$ cat src/rtl/serial_subtractor.sv
// Bit-serial unsigned subtractor: one full-subtractor slice reused WIDTH times, LSB first.
// Optional signed-overflow output enabled by defining SERIAL_SUB_OVF_EN.
module serial_subtractor #(
  parameter int WIDTH = 8
) (
  input  logic             clk,
  input  logic             rst,
  input  logic             in_valid,
  output logic             in_ready,
  input  logic [WIDTH-1:0] a,
  input  logic [WIDTH-1:0] b,
  output logic             out_valid,
  input  logic             out_ready,
  output logic [WIDTH-1:0] diff,
  output logic             borrow_out,
`ifdef SERIAL_SUB_OVF_EN
  output logic             ovf,
`endif
  output logic             busy
);

  localparam int CNT_W = (WIDTH > 2) ? $clog2(WIDTH) : 1;
  localparam logic [CNT_W-1:0] LAST_BIT = CNT_W'(WIDTH - 1);

  typedef enum logic [1:0] {
    S_IDLE,
    S_RUN,
    S_DONE
  } state_t;

  state_t           r_state;
  logic [WIDTH-1:0] r_a;
  logic [WIDTH-1:0] r_b;
  logic [WIDTH-1:0] r_res;
  logic [WIDTH-1:0] r_diff;
  logic             r_br;
  logic             r_borrow;
  logic [CNT_W-1:0] r_cnt;
`ifdef SERIAL_SUB_OVF_EN
  logic             r_a_msb;
  logic             r_b_msb;
  logic             r_ovf;
`endif

  logic             w_d_bit;
  logic             w_br_next;
  logic [WIDTH-1:0] w_res_next;

  function automatic logic sub_bit(input logic ai, input logic bi, input logic br);
    return ai ^ bi ^ br;
  endfunction

  function automatic logic sub_borrow(input logic ai, input logic bi, input logic br);
    return (~ai & bi) | (~(ai ^ bi) & br);
  endfunction

`ifdef SERIAL_SUB_OVF_EN
  // Operands of differing sign overflow when the result sign departs from the minuend's.
  function automatic logic signed_ovf(input logic a_msb, input logic b_msb, input logic d_msb);
    return (a_msb != b_msb) && (d_msb != a_msb);
  endfunction
`endif

  assign w_d_bit    = sub_bit(r_a[0], r_b[0], r_br);
  assign w_br_next  = sub_borrow(r_a[0], r_b[0], r_br);
  assign w_res_next = {w_d_bit, r_res[WIDTH-1:1]};

  always_ff @(posedge clk) begin
    if (rst) begin
      r_state  <= S_IDLE;
      r_a      <= '0;
      r_b      <= '0;
      r_res    <= '0;
      r_diff   <= '0;
      r_br     <= 1'b0;
      r_borrow <= 1'b0;
      r_cnt    <= '0;
`ifdef SERIAL_SUB_OVF_EN
      r_a_msb  <= 1'b0;
      r_b_msb  <= 1'b0;
      r_ovf    <= 1'b0;
`endif
    end else begin
      case (r_state)
        S_IDLE: begin
          if (in_valid) begin
            r_a     <= a;
            r_b     <= b;
            r_res   <= '0;
            r_br    <= 1'b0;
            r_cnt   <= '0;
`ifdef SERIAL_SUB_OVF_EN
            r_a_msb <= a[WIDTH-1];
            r_b_msb <= b[WIDTH-1];
`endif
            r_state <= S_RUN;
          end
        end
        S_RUN: begin
          r_a   <= r_a >> 1;
          r_b   <= r_b >> 1;
          r_res <= w_res_next;
          r_br  <= w_br_next;
          r_cnt <= r_cnt + CNT_W'(1);
          // Last slice: publish the result and the borrow out of the MSB together.
          if (r_cnt == LAST_BIT) begin
            r_diff   <= w_res_next;
            r_borrow <= w_br_next;
`ifdef SERIAL_SUB_OVF_EN
            r_ovf    <= signed_ovf(r_a_msb, r_b_msb, w_d_bit);
`endif
            r_state  <= S_DONE;
          end
        end
        S_DONE: begin
          if (out_ready) begin
            r_state <= S_IDLE;
          end
        end
        default: r_state <= S_IDLE;
      endcase
    end
  end

  assign in_ready   = (r_state == S_IDLE);
  assign busy       = (r_state == S_RUN);
  assign out_valid  = (r_state == S_DONE);
  assign diff       = r_diff;
  assign borrow_out = r_borrow;
`ifdef SERIAL_SUB_OVF_EN
  assign ovf        = r_ovf;
`endif

endmodule
$ cat config.mk
export PLATFORM = sky130hd
export DESIGN_NAME = serial_subtractor
export DESIGN_NICKNAME = d
export VERILOG_FILES = /design/src/rtl/serial_subtractor.sv
export SDC_FILE = /design/constraint.sdc
export NUM_CORES = 1
export LEC_CHECK = 0
export ABC_AREA = 1
export CAP_MARGIN = 20
export CORE_MARGIN = 10
export CORE_UTILIZATION = 55
export CTS_CLUSTER_DIAMETER = 80
export DETAILED_ROUTE_END_ITERATION = 6
export DONT_BUFFER_PORTS = 1
export PLACE_DENSITY = 0.73
export RECOVER_POWER = 25
export REMOVE_ABC_BUFFERS = 1
export SETUP_SLACK_MARGIN = 0.05
export SLEW_MARGIN = 25
export SYNTH_ARGS = -nofsm -noshare
export SYNTH_HDL_FRONTEND = slang
export SYNTH_SLANG_ARGS = --single-unit
$ cat constraint.sdc
create_clock -name clk -period 1.1 [get_ports clk]
set_input_delay 0.22 -clock clk [delete_from_list [all_inputs] [get_ports clk]]
set_output_delay 0.22 -clock clk [all_outputs]
set_load 0.1 [all_outputs]
### Yosys cells after proc, flatten, opt, wreduce, memory -nomap -nowiden

Cells that the tools add are included.

| cells by class | value |
|---|---|
| muxes and demuxes | 14 |
| equal/unequal tests | 6 |
| add/subtract/negate cells | 1 |
| bitwise logic cells | 7 |
| reduce and logical (&&, ||, !) cells | 5 |

Operators by type and width:

| operator | number |
|---|---|
| case mux 8 bit (2 select lines) | 3 |
| 2-to-1 mux 8 bit | 3 |
| 2-to-1 mux 2 bit | 3 |
| case mux 2 bit (3 select lines) | 1 |
| case mux 3 bit (2 select lines) | 1 |
| inequality test 2 x 1 -> 1 bit (second input constant) | 2 |
| AND reduction 2 bit | 2 |
| adder 3 x 1 -> 3 bit (second input constant) | 1 |
| equality test 3 bit (second input constant) | 1 |
| 2-to-1 mux 3 bit | 1 |
| AND reduction 3 bit | 1 |
| AND 1 bit | 2 |
| equality test 2 x 1 -> 1 bit (second input constant) | 1 |
| equality test 2 bit (second input constant) | 1 |
| zero test 2 bit | 1 |
| inequality test 2 bit (second input constant) | 1 |
| inverter 1 bit | 2 |
| case mux 1 bit (2 select lines) | 1 |
| nonzero test 2 bit | 1 |
| bitwise XOR 1 bit | 2 |
| 2-to-1 mux 1 bit | 1 |
| OR 1 bit | 1 |

| word-level totals | value |
|---|---|
| word-level logic and storage cells | 41 |
| flip-flop bits (word level) | 39 |
| input port bits | 20 |

### Longest topological paths before layout

Gate-level depths: netlist (run 1).

| logic depth | value |
|---|---|
| depth in word-level cells | 5 |
| depth in mapped cells | 8 |
| gate-level depth less buffers | 7 |

### Least setup slack after synthesis (run 1)

No wires, ideal clock.

| timing path | value |
|---|---|
| path type | flip-flop to flip-flop |
| from | register r_state[0] |
| to | register r_a[7] |
| library setup time | 72 ps |
| setup slack | -1,076 ps |
| data required time | 1,028 ps |
| arrival | 2,104 ps |
| cell stages (with the launch flop) | 5 |
| period minus slack after synthesis | 2,176 ps |
| path through | dfxtp_1 -> buf_6 -> nor2_1 -> nand3_1 -> a21oi_1 |

| between the ends | value |
|---|---|
| longest elaborated chain between the ends | 3 |
| elaborated cells between the ends (all ways) | 6 |
| those cells by class | eq/ne: 2; mux: 1; reduce/logical: 3 |

Ends and longest elaborated chain:

| element | RTL line | RTL |
|---|---|---|
| start: declaration | 31 | `state_t r_state;` |
| start signal: assignment | 70 | `r_state <= S_IDLE;` |
| start signal: assignment | 96 | `r_state <= S_RUN;` |
| start signal: assignment | 112 | `r_state <= S_DONE;` |
| zero test 2 bit * | -- |  |
| via in_ready | 9 | `output logic in_ready,` |
| inequality test 2 bit (no line) / nonzero test 2 bit (equally long branches) | -- |  |
| AND reduction 2 bit (no line) | -- |  |
| end signal: assignment | 100 | `r_a <= r_a >> 1;` |
| end: declaration | 32 | `logic [WIDTH-1:0] r_a;` |

Mark *: on every way through the listed nets, which the timed path passes. The rest lies on a longest branch.
A chain may end at the register's enable or synchronous reset.

### Final worst setup path (run 1)

| timing path | value |
|---|---|
| from | register r_cnt[0] |
| to | register r_diff[2] (netlist: diff[2]) |

| between the ends | value |
|---|---|
| longest elaborated chain between the ends | 2 |

Ends and longest elaborated chain:

| element | RTL line | RTL |
|---|---|---|
| start: declaration | 38 | `logic [CNT_W-1:0] r_cnt;` |
| start signal: assignment | 104 | `r_cnt <= r_cnt + CNT_W'(1);` |
| equality test 3 bit | 106 | `if (r_cnt == LAST_BIT) begin` |
| AND reduction 2 bit (no line) | -- |  |
| end signal: assignment | 107 | `r_diff <= w_res_next;` |
| end: declaration | 35 | `logic [WIDTH-1:0] r_diff;` |

Every way passes these cells.

==> metrics.yaml, run 1 <==
status: "finished, violations left"
violations: "setup timing"
ir_worst_vdd_uv: 942.2
dr.pass1.iters: 6
num_antenna_cells: 0
antenna_found_initial: 0
period_minus_slack_ps: 1456
arrival_ps: 1660
tns_ps: -10060
num_io_pins: 32
power_density_nw_per_um2: 1166
rows: 20
initial_core_util: 0.5789
cts_tree: "done"
syn_area_um2: 1782
synthAdderAreaFrac: 0.02528
whs_endpoint: "r_state[0]"
r2r_slack_ps: -360
yosysTopAreaCellShare: 0.4270
area_delta_synth_final_pct: 57.30
die_area_um2: 5916
drive_above_1_share: 0.4295
ff2ff_path_depth: 7
fillers: 113
cp-start-kind: "flop"
hp-start: "in_valid"
detail_route.iter0.violations: 290
ys.flop_type: "dfxtp_1"
whs_ps: 7.446
drtAntennaViolNets: 0
synth_xor_area_frac: 0
critPathRequiredTime_ps: 1300
synth.area.mux_share: 0
ctsRootBufferMaster: "clkbuf_4"
worstMarginPinSlew_ps: 1170
clock_latency_ps: 380
hold_path_depth: 2
cp_max_fo: 8
vias_per_cell: 5.862
cts_htree_levels: 2
max_freq_mhz: 686.6
ys_types: 18
yosysWarningCount: 0
fp.dieH_um: 76.92
yosysSeqAreaShare: 0.4270
synth_compound_area_frac: 0.08638
slew_headroom: 0.2197
slew_viol_final: 0
final_core_utilization: 0.9106
finalWirelength_um: 7652
setup_viol: 50
endpoint_kind: "flop"
gp_congestion: 0.7269
synth-simple-area-share: 0.3055
yosysMostFrequentCell: "nand2_1"
grt_pass1_vias: 1698
pre_cts_ws_ps: -186.6
grt_pass1_wl_um: 7707
vias: 2087
cts_buffers: 5
min_period_over_period: 1.324
synth_edf_count: 0
finalHoldViolCount: 0
dp_hpwl_um: 2463
holdCritPathClass: "in2reg"
synthTopCellsByCount: "nand2_1 (108), inv_1 (52), dfxtp_1 (38), a21oi_1 (28), nor2_1 (28)"
rsz0062_at_grt: "yes"
cts_sinks: 38
synth_top_area_cell: "dfxtp_1"
portBuffers: 0
grt_usage: 0.1552
clk_pin_slew_ps: 130
die_x_um: 76.92
synth-seq-cells: 38
synth_top_family_by_area: "simple AND/OR/NAND/NOR gates"
final_nets: 334
overflow: 0
power.leakage_nw: 1.353
clockBufferDepth: 2
grt_max_degree: 23
wl_per_cell_um: 21.49
synth_area_leaders: "dfxtp_1 (43%), nand2_1 (23%), inv_1 (11%), a21oi_1 (7.9%), nor2_1 (5.9%)"
core_area_um2: 3078
r2r-start: "r_cnt[0]"
postSynthAreaPerCell_um2: 6.409
timing.rr.end: "diff[2]"
crit_start: "r_cnt[0]"
async_flop_share: 0
crit_type: "reg2reg"
maxCapViolations: 0
synthCells: 278
route.detailed.drc: 0
fin_skew_ps: 17.39
layout_setup_ws_ps: -356.4
## what timing repair did
action | in CTS | in global routing
hold buffers | 1 | 0
setup endpoints to repair | 49 | 50
gates resized for setup | 34 | 90
cloned | 3 | 0
pin swaps | 10 | 47
endpoints found under the hold margin | 22 | 0
setup buffers | 6 | 4
## registers in the layout, indices dropped and copies added, names as in the netlist
signal and count:
r_b 8, borrow_out 1, diff 8, r_br 1, r_res 7, r_state 2
r_cnt 3, r_a 8
## report_power, final
group / internal [mW] / leakage, nW / switching [mW]
clock network: 0.437 / 0.0446 / 0.522
logic: 0.338 / 0.989 / 0.484
registers: 1.44 / 0.319 / 0.0446
total: 2.22 / 1.35 / 1.05
## layout by cell type (no fill, tap or decap), drive strengths merged
| master | instances |
|---|---|
| ha | 2 |
| inv | 54 |
| clkbuf | 8 |
| dlymetal6s4s | 1 |
| nor2 | 30 |
| a21oi | 28 |
| o21ai | 2 |
| nand2 | 109 |
| buf | 37 |
| fa | 1 |
| dfxtp | 38 |
| nand3 | 2 |
## how the worst max path moves through the flow
stage,to,slack [ps],cells past startpoint
after floorplan,r_a[7],-1170,3
after global routing,diff[1],-390,7
after global placement,diff[3],-120,7
final,diff[2],-360,7
after detailed placement,diff[1],-190,7
after CTS,in_ready,-270,3
## stage by stage
step / instance area [um2] / total power, mW / cells
after CTS: 2499 / 2.982 / 353
after floorplan: 1707 / 1.801 / 266
after global routing: 2803 / 3.307 / 356
final: 2803 / 3.269 / 356
after global placement: 2155 / 1.953 / 335
after detailed placement: 2155 / 1.963 / 335
## area by class of cell
cell class	instances	area, um2	area share
multi-input cells	174	1077	0.3844
flip-flops and latches	38	785.8	0.2804
repair buffers	38	598.1	0.2134
inverters	54	207.7	0.07411
clock buffers	8	78.83	0.02812
well taps	44	55.05	0.01964
## layer usage
layer	GRT usage	vias up	wire, um
met5	0	-	0
met4	0.07063	0	582
met3	0.03963	60	782
met2	0.2681	180	3687
met1	0.1741	967	2599
li1	-	880	-
## critical path, stage by stage, from the launching register on
cell and delay (ps):
dfxtp_2 400, ha_4 150, ha_4 160, inv_4 50
nor2_4 250, nand2_2 110, nand2_1 100, nor2_1 70
## cells by family after synthesis
| group | count (synthesis) |
|---|---|
| and+or+nand+nor | 141 |
| buffers and inverters | 66 |
| DFF | 38 |
| AOI/OAI and AO/OA | 30 |
| adders and majority gates | 3 |
Power figures use the tool's default switching activity.
==> run 2: changes to the inputs <==
PLACE_DENSITY = 0.8   (was 0.73)
==> metrics.yaml, run 2 (synthesized netlist as in run 1, its figures left out) <==
clk_pin_slew_ps: 110  # was 130 ps
dp_hpwl_um: 2569  # was 2463 um
maxCapViolations: 0  # unchanged
grt_usage: 0.1546  # was 0.1552
die_x_um: 76.92  # unchanged
grt_pass1_vias: 1726  # was 1698
layout_setup_ws_ps: -244.6  # was -356.4 ps
finalHoldViolCount: 0  # unchanged
max_freq_mhz: 743.7  # was 686.6 MHz
core_area_um2: 3078  # unchanged
worstMarginPinSlew_ps: 892.8  # was 1170 ps
overflow: 0  # unchanged
tns_ps: -4642  # was -10060 ps
cts_htree_levels: 2  # unchanged
antenna_found_initial: 0  # unchanged
violations: "setup timing"  # unchanged
cp-start-kind: "flop"  # unchanged
rsz0062_at_grt: "yes"  # unchanged
endpoint_kind: "primary output"  # was flop
die_area_um2: 5916  # unchanged
ctsRootBufferMaster: "clkbuf_4"  # unchanged
cpMaxStageDelayCell: "dfxtp_4"  # was dfxtp_2
critPathRequiredTime_ps: 880  # was 1300 ps
period_minus_slack_ps: 1345  # was 1456 ps
final_nets: 331  # was 334
initial_core_util: 0.5789  # unchanged
fillers: 201  # was 113
cpPeakStageDelay_ps: 380  # was 400 ps
min_period_over_period: 1.222  # was 1.324
grt_max_degree: 26  # was 23
fp.dieH_um: 76.92  # unchanged
grt_pass1_wl_um: 7583  # was 7707 um
fin_skew_ps: 10.95  # was 17.39 ps
cp_max_fo: 4  # was 8
path_buf_inv: 2  # was 1
final_common_cell: "nand2_1"  # unchanged
holdCritPathClass: "in2reg"  # unchanged
num_io_pins: 32  # unchanged
portBuffers: 0  # unchanged
setup_viol: 49  # was 50
worstPathCellList: "buf_6 > nor2_4 > buf_12"  # was ha_4 > ha_4 > inv_4 > nor2_4 > nand2_2 > nand2_1 > nor2_1
cts_sinks: 38  # unchanged
crit_type: "reg2out"  # was reg2reg
wl_per_cell_um: 13.90  # was 21.49 um
power.leakage_nw: 1.148  # was 1.353 nW
whs_ps: 27.55  # was 7.446 ps
route.detailed.drc: 0  # unchanged
critPathTopFamily: "flip-flops"  # was simple AND/OR/NAND/NOR gates
final_area_um2: 2450  # was 2803 um2
finalWirelength_um: 4908  # was 7652 um
dr.pass1.iters: 4  # was 6
arrival_ps: 1120  # was 1660 ps
status: "finished, violations left"  # unchanged
placed_area_um2: 2150  # was 2155 um2
power_density_nw_per_um2: 1216  # was 1166 nW/um2
cts_buffers: 5  # unchanged
layout_common_cells: "nand2_1 (96), inv_1 (49), a21oi_1 (26), nor2_1 (26), dfxtp_1 (22)"  # was nand2_1 (67), inv_1 (50), dfxtp_1 (22)
clock_latency_ps: 350  # was 380 ps
vias: 1746  # was 2087
cts_tree: "done"  # unchanged
slew_headroom: 0.4048  # was 0.2197
vias_per_cell: 4.946  # was 5.862
slew_viol_final: 0  # unchanged
ir_worst_vdd_uv: 1275  # was 942.2 uV
detail_route.iter0.violations: 188  # was 290
gp_congestion: 0.7576  # was 0.7269
num_antenna_cells: 0  # unchanged
drive_above_1_share: 0.2718  # was 0.4295
clockBufferDepth: 2  # unchanged
area_delta_synth_final_pct: 37.50  # was 57.30%
drtAntennaViolNets: 0  # unchanged
rows: 20  # unchanged
-- run 2: cell types whose count changed in the layout (fill, tap and decap cells not counted), moves of 5 or more --
cell	previous run	this run
nor2_1	21	26
a21oi_1	13	26
nand2_1	67	96
a21oi_2	15	2
nand2_2	21	9
nand2_4	21	4
-- run 2: what timing repair did --
action / 4_1_cts / 5_1_grt
hold buffers: 2 / 0
resized for setup: 37 / 20
buffers inserted: 4 / 5
hold endpoints to repair: 22 / 0
setup endpoints to repair: 49 / 50
pin swaps: 12 / 9
-- run 2: where the power goes --
part	switching (mW)	internal, mW
Clock	0.477	0.471
Sequential	0.0320	1.44
Combinational	0.336	0.221
Total	0.845	2.13
-- run 2: area by class of cell --
cell class	instances	area, um2	share of cell area
Multi-Input combinational cell	174	840.8	0.3432
Clock inverter	3	40.04	0.01634
Sequential cell	38	788.3	0.3218
Inverter	54	207.7	0.08478
Clock buffer	5	37.54	0.01532
Tap cell	44	55.05	0.02247
Timing Repair Buffer	35	480.5	0.1961
-- run 2: through the flow --
step	power, mW	utilization	setup slack [ps]	instances
after CTS	2.931	0.7683	-239.2	350
after detailed placement	1.957	0.6984	-143.3	336
after floorplan	1.801	-	-1171	266
final	2.980	0.7959	-244.6	353
after global routing	3.111	0.7959	-283.2	353
after global placement	1.940	0.6984	-94.61	336
-- run 2: final timing paths --
| kind | slack, ps | startpoint | depth (start not counted) | end |
|---|---|---|---|---|
| hold / removal | 30 | b[7] | 2 | r_b[7] |
| setup / recovery | -240 | r_state[0] | 3 | out_valid |
| hold reg to reg | 480 | r_b[7] | 2 | r_b[7] |
| setup reg to reg | -220 | r_br | 6 | diff[7] |
-- run 2: per-layer routing --
layer	routed length (um)	global-route usage
met5	0	0
met4	86	0.04461
met3	288	0.05478
met2	2562	0.2740
met1	1970	0.1684
